--- config.mk ---
export PLATFORM = sky130hd
export DESIGN_NAME = branch_check
export DESIGN_NICKNAME = d
export VERILOG_FILES = /design/src/rtl/branch_check.sv
export SDC_FILE = /design/constraint.sdc
export NUM_CORES = 1
export LEC_CHECK = 0
export CORE_UTILIZATION = 45
export DETAILED_ROUTE_END_ITERATION = 10
export GPL_ROUTABILITY_DRIVEN = 0
export PLACE_DENSITY = 0.7
export SLEW_MARGIN = 20
export SYNTH_ARGS = -nofsm -noshare
export SYNTH_HDL_FRONTEND = slang
export SYNTH_SLANG_ARGS = --single-unit
--- constraint.sdc ---
create_clock -name clk -period 11.5 [get_ports clk]
set_clock_uncertainty 0.1 [all_clocks]
set_input_delay 2.875 -clock clk [delete_from_list [all_inputs] [get_ports clk]]
set_output_delay 2.875 -clock clk [all_outputs]
set_load 0.02 [all_outputs]
--- src/rtl/branch_check.sv ---
// branch_check: resolution-side partner of the branch predictor.
//
// Every prediction issued at IF (one per fetched instruction pair) is held in
// an in-order queue. When EX resolves the oldest pair, the actual next PC is
// compared with the recorded prediction. The result is driven back to the
// predictor as training feedback, a front-end redirect is raised on a
// mispredict, and saturating hit/miss statistics are kept.
//
// Ports
//   clk, rstn                 clock, asynchronous active-low reset
//   pdVld/ifPC/pdPC/pdBranch/pdReason   prediction issued at IF
//   pdReady                   queue not full (combinational from count)
//   rsVld/rsPC/rsNextPC/rsTar/rsType/rsTaken   resolution of the oldest pair
//   flushIn                   external flush (exception/ertn), highest priority
//   exVld/exPC/exPCTar/exType/exBranch/exWrong predictor feedback, 1-cycle latency
//   redirVld/redirPC          front-end redirect on mispredict, 1-cycle latency
//   cntTotal/cntMiss          saturating resolution / mispredict counters

module branch_check #(
    parameter int ADDR_WIDTH  = 32,
    parameter int QUEUE_LOG   = 3,
    parameter int QUEUE_DEPTH = 8
) (
    input  logic                  clk,
    input  logic                  rstn,

    input  logic                  pdVld,
    input  logic [ADDR_WIDTH-1:0] ifPC,
    input  logic [ADDR_WIDTH-1:0] pdPC,
    input  logic                  pdBranch,
    input  logic                  pdReason,
    output logic                  pdReady,

    input  logic                  rsVld,
    input  logic [ADDR_WIDTH-1:0] rsPC,
    input  logic [ADDR_WIDTH-1:0] rsNextPC,
    input  logic [ADDR_WIDTH-1:0] rsTar,
    input  logic [1:0]            rsType,
    input  logic                  rsTaken,

    input  logic                  flushIn,

    output logic                  exVld,
    output logic [ADDR_WIDTH-1:0] exPC,
    output logic [ADDR_WIDTH-1:0] exPCTar,
    output logic [1:0]            exType,
    output logic                  exBranch,
    output logic                  exWrong,

    output logic                  redirVld,
    output logic [ADDR_WIDTH-1:0] redirPC,

    output logic [31:0]           cntTotal,
    output logic [31:0]           cntMiss
);

    localparam int                  CW          = QUEUE_LOG + 1;
    localparam logic [CW-1:0]       LP_FULL     = CW'(QUEUE_DEPTH);
    localparam logic [QUEUE_LOG-1:0] LP_PTR_ONE = QUEUE_LOG'(1);

    logic [ADDR_WIDTH-1:0] r_pred_next   [QUEUE_DEPTH];
    logic                  r_pred_br     [QUEUE_DEPTH];
    logic                  r_pred_reason [QUEUE_DEPTH];

    logic [QUEUE_LOG-1:0]  r_head;
    logic [QUEUE_LOG-1:0]  r_tail;
    logic [CW-1:0]         r_count;

    logic [ADDR_WIDTH-4:0] w_fall_hi;
    logic [ADDR_WIDTH-1:0] w_pred_next;
    logic                  w_pop;
    logic                  w_mispredict;
    logic                  w_push;
    logic                  w_clear;
    logic                  w_unused;

    // Fall-through is the next aligned pair; the upper bits wrap naturally.
    assign w_fall_hi   = ifPC[ADDR_WIDTH-1:3] + (ADDR_WIDTH-3)'(1);
    assign w_pred_next = pdBranch ? pdPC : {w_fall_hi, 3'b000};

    assign pdReady      = (r_count != LP_FULL);
    assign w_pop        = rsVld && (r_count != '0) && !flushIn;
    assign w_mispredict = w_pop && (rsNextPC != r_pred_next[r_head]);
    // A push is refused while full even if a pop frees a slot this cycle,
    // and anything fetched alongside a mispredict is wrong-path.
    assign w_push       = pdVld && pdReady && !flushIn && !w_mispredict;
    assign w_clear      = flushIn || w_mispredict;

    // Recorded but not consulted by the check; kept for debug visibility.
    assign w_unused = ^{ifPC[2:0], r_pred_br[r_head], r_pred_reason[r_head]};

    // Entry storage needs no reset: validity is tracked by head/tail/count.
    always_ff @(posedge clk) begin
        if (w_push) begin
            r_pred_next[r_tail]   <= w_pred_next;
            r_pred_br[r_tail]     <= pdBranch;
            r_pred_reason[r_tail] <= pdReason;
        end
    end

    always_ff @(posedge clk or negedge rstn) begin
        if (!rstn) begin
            r_head  <= '0;
            r_tail  <= '0;
            r_count <= '0;
        end else if (w_clear) begin
            r_head  <= r_tail;
            r_count <= '0;
        end else begin
            if (w_push) begin
                r_tail <= r_tail + LP_PTR_ONE;
            end
            if (w_pop) begin
                r_head <= r_head + LP_PTR_ONE;
            end
            unique case ({w_push, w_pop})
                2'b10:   r_count <= r_count + CW'(1);
                2'b01:   r_count <= r_count - CW'(1);
                default: r_count <= r_count;
            endcase
        end
    end

    always_ff @(posedge clk or negedge rstn) begin
        if (!rstn) begin
            exVld    <= 1'b0;
            exPC     <= '0;
            exPCTar  <= '0;
            exType   <= '0;
            exBranch <= 1'b0;
            exWrong  <= 1'b0;
            redirVld <= 1'b0;
            redirPC  <= '0;
        end else begin
            exVld    <= w_pop;
            redirVld <= w_mispredict;
            if (w_pop) begin
                exPC     <= rsPC;
                exPCTar  <= rsTar;
                exType   <= rsType;
                exBranch <= rsTaken;
                exWrong  <= w_mispredict;
            end
            if (w_mispredict) begin
                redirPC <= rsNextPC;
            end
        end
    end

    // Statistics survive flushes; only reset clears them.
    always_ff @(posedge clk or negedge rstn) begin
        if (!rstn) begin
            cntTotal <= '0;
            cntMiss  <= '0;
        end else begin
            if (w_pop && (cntTotal != '1)) begin
                cntTotal <= cntTotal + 32'd1;
            end
            if (w_mispredict && (cntMiss != '1)) begin
                cntMiss <= cntMiss + 32'd1;
            end
        end
    end

endmodule

==> results_dict.tcl <==
set metrics [dict create \
    rsz0062_at_grt "false" \
    hold-path-endpoint "exPCTar[6]$_DFFE_PN0P_" \
    dr_total_vias 11861 \
    portBuffers 332 \
    cp-end-kind "register" \
    initial_core_util 0.458 \
    clk_pin_slew_ps 60 \
    final_core_util 0.593 \
    yosysWarnings 0 \
    p_int_w 0.00349 \
    die_y_um 203 \
    setup_viol 0 \
    max_cap_viol_count 0 \
    hold_buffers 0 \
    r2r_setup_slack_ps 5570 \
    cts_sinks 432 \
    drc 0 \
    die_w_um 203 \
    clockPowerShare 0.288 \
    r2r_cells 12 \
    grt_pass1_wl_mm 67.1 \
    syn_inst 1303 \
    synth_area_leaders "edfxtp_1, dfrtp_1, mux4_2" \
    timing.rr.start "r_head[1]$_DFFE_PN0P_" \
    core_um2 39800 \
    insertion_delay_ps 580 \
    post_cts_buffers 0 \
    post-route-period-util 0.554 \
    cp_common_cell "buf_4" \
    r2r-end "r_pred_next[4][1]$_DFFE_PP_" \
    cp-start-kind "input port" \
    viasPerCell 5.37 \
    clk_path_buf_depth 3 \
    cts_buffers 46 \
    critPathBufInv 3 \
    area_growth_pct 29.5 \
    vdd_drop_max_uv 102 \
    synth_nets 1481 \
    path_class "in2reg" \
    drt.antenna.violating_nets 0 \
    rows 73 \
    seqPwrFrac 0.409 \
    wl_per_cell_um 20.0 \
    grt_use_total 0.213 \
    synth_edf_count 256 \
    grt_overflow 0 \
    synthArstFlopShare 0.407 \
    drive_above_1_share 0.114 \
    required_ps 11600 \
    seq_area_um2 12100 \
    status "complete, no violations" \
    first_pass_iters 5 \
    fillers 3121 \
    ios 337 \
    critical_path.top_delay_family "buffers and inverters" \
    multi_input_area_um2 5890 \
    worst_path_max_delay_cell "buf_4" \
    slowest_delay_ps 660 \
    power_density_nw_per_um2 214 \
    wirelength_mm 44.1 \
    p_sw_w 0.00156 \
    antenna_found_initial 1 \
    maxSlewViolCount 0 \
    yosys.area.top_type "edfxtp_1" \
    max_freq_mhz 157 \
    hpwlAfterDp_mm 29.0 \
    clockRootBuffer "clkbuf_16" \
    holdPathStages 2 \
    combPwrFrac 0.303 \
    syn-cell-area_um2 18200 \
    diodes 0 \
    synth.distinct_cells 56 \
    worstHoldStart "exPCTar[6]$_DFFE_PN0P_" \
    hold_class "reg2reg" \
    ys_ff_latch 432 \
    synth.avg_cell_area_um2 14.0 \
    finalHoldViolCount 0 \
    tns_ps 0 \
    crit_arrival_ps 6470 \
    dieArea_um2 41300 \
    ctsResizeCount 0 \
    yosysTopAreaCellShare 0.421 \
    synth_ff_type "edfxtp_1" \
    grt_max_degree 102 \
    htreeDepth 2 \
    relSlewSlack 0.306 \
    grt_pass1_vias 11786 \
    yosysMostFrequentCell "nand2_1" \
    sw_frac_of_total 0.309 \
    cts_tree "yes" \
    seq_area_frac_synth 0.663 \
    period_needed_ps 6370 \
    final_nets 1823 \
    first_iter_violations 801 \
    worstPathMaxFanout 59 \
    crit_path_cell_trace "clkdlybuf4s50_1 -> xor2_1 -> nor4_1 -> nand4_1 -> o21ai_4 -> buf_4 -> nand2_1 -> nor4_2 -> buf_4" \
    p_leak_nw 9.15 \
    worst_pin_slew_ps 1030 \
    yosys-top-cells-count "nand2_1, edfxtp_1, dfrtp_1, xnor2_1, xor2_1" \
]
## state kept, by name, indices dropped and copies added (netlist names)
signal,cells
r_pred_next,256
cntMiss,32
cntTotal,32
exPCTar,32
exPC,32
redirPC,32
r_count,4
r_head,3
r_tail,3
exType,2
exBranch,1
exVld,1
exWrong,1
redirVld,1
## layout make-up
| cell class | count | area share |
|---|---|---|
| Tap cell | 525 | 0.0278 |
| Clock buffer | 59 | 0.0534 |
| Sequential cell | 432 | 0.512 |
| Inverter | 6 | 0.000954 |
| Timing Repair Buffer | 348 | 0.146 |
| Clock inverter | 26 | 0.0104 |
| Multi-Input combinational cell | 811 | 0.249 |
## power groups by stage
stage | Sequential, W | Clock, W | Combinational [W]
3_5_place_dp | 0.00210 | 0 | 0.00155
2_1_floorplan | 0.00226 | 0 | 0.000737
6_report | 0.00206 | 0.00146 | 0.00153
5_1_grt | 0.00210 | 0.00155 | 0.00165
3_3_place_gp | 0.00208 | 0 | 0.00153
4_1_cts | 0.00206 | 0.00149 | 0.00156
## metal layers
layer | vias to the layer above | wire length, um | GRT usage
met2 | 459 | 21200 | 0.353
met4 | 0 | 1420 | 0.0763
met3 | 88 | 3210 | 0.0454
met1 | 5876 | 18300 | 0.279
met5 | - | 0 | 0
li1 | 5438 | - | -
## how the worst max path moves through the flow
stage	startpoint	endpoint	slack [ps]	cells after the start
2_1_floorplan	rsNextPC[1]	r_pred_next[0][0]$_DFFE_PP_	3400	9
4_1_cts	rsNextPC[9]	r_pred_next[0][1]$_DFFE_PP_	5050	9
6_report	rsNextPC[9]	r_pred_next[4][1]$_DFFE_PP_	5130	9
3_3_place_gp	rsNextPC[9]	r_pred_next[4][2]$_DFFE_PP_	4490	9
5_1_grt	rsNextPC[9]	r_pred_next[4][0]$_DFFE_PP_	4860	9
3_5_place_dp	rsNextPC[9]	r_pred_next[4][5]$_DFFE_PP_	4450	9
## stage by stage
step                instance area (um2)  hold WS [ps]  setup WS (ps)  std cells  power [W]
floorplan                         18200           424           3400       1303    0.00300
global placement                  22100           358           4490       2122    0.00361
detailed placement                22100           361           4450       2122    0.00364
CTS                               23600           376           5050       2207    0.00511
global route                      23600           388           4860       2207    0.00529
finish                            23600           371           5130       2207    0.00505
## cell families (layout without fill, tap and decap cells)
family | Yosys count | in the layout | synth area share
AOI/OAI and AO/OA | 72 | 72 | 0.0251
and+or+nand+nor | 472 | 472 | 0.119
DFF | 432 | 432 | 0.663
xor gates and xnor gates | 120 | 120 | 0.0576
adders and majority gates | 8 | 8 | 0.00590
muxes | 139 | 139 | 0.113
buffers and inverters | 60 | 439 | 0.0167
## worst register-to-register path: cells and delay by family (launching register included)
family / cells / cell delay, ps
AO/OA/AOI/OAI: 3 / 840
XOR/XNOR: 1 / 130
buffers and inverters: 3 / 1930
flip-flops: 1 / 800
multiplexers: 1 / 180
AND/OR/NAND/NOR: 4 / 1540
## cell usage in the layout (no fill, tap or decap), drive strengths merged, types with 6 or more instances in the layout
cell | netlist | final
nand4 | 23 | 23
a22o | 7 | 7
ha | 7 | 7
o21ai | 36 | 36
nand3 | 39 | 39
xor2 | 60 | 60
edfxtp | 256 | 256
a21oi | 6 | 6
dfrtp | 176 | 176
nor2 | 35 | 35
mux4 | 49 | 49
and3 | 11 | 11
buf | 23 | 17
clkinv | 0 | 19
and4 | 8 | 8
or4 | 8 | 8
xnor2 | 60 | 60
clkdlybuf4s50 | 0 | 330
nand2 | 281 | 281
nor3 | 18 | 18
clkbuf | 31 | 60
and2 | 8 | 8
nor4 | 14 | 14
mux2i | 54 | 54
mux2 | 36 | 36
inv | 6 | 7
No activity file was read; power rests on OpenSTA's default activity.
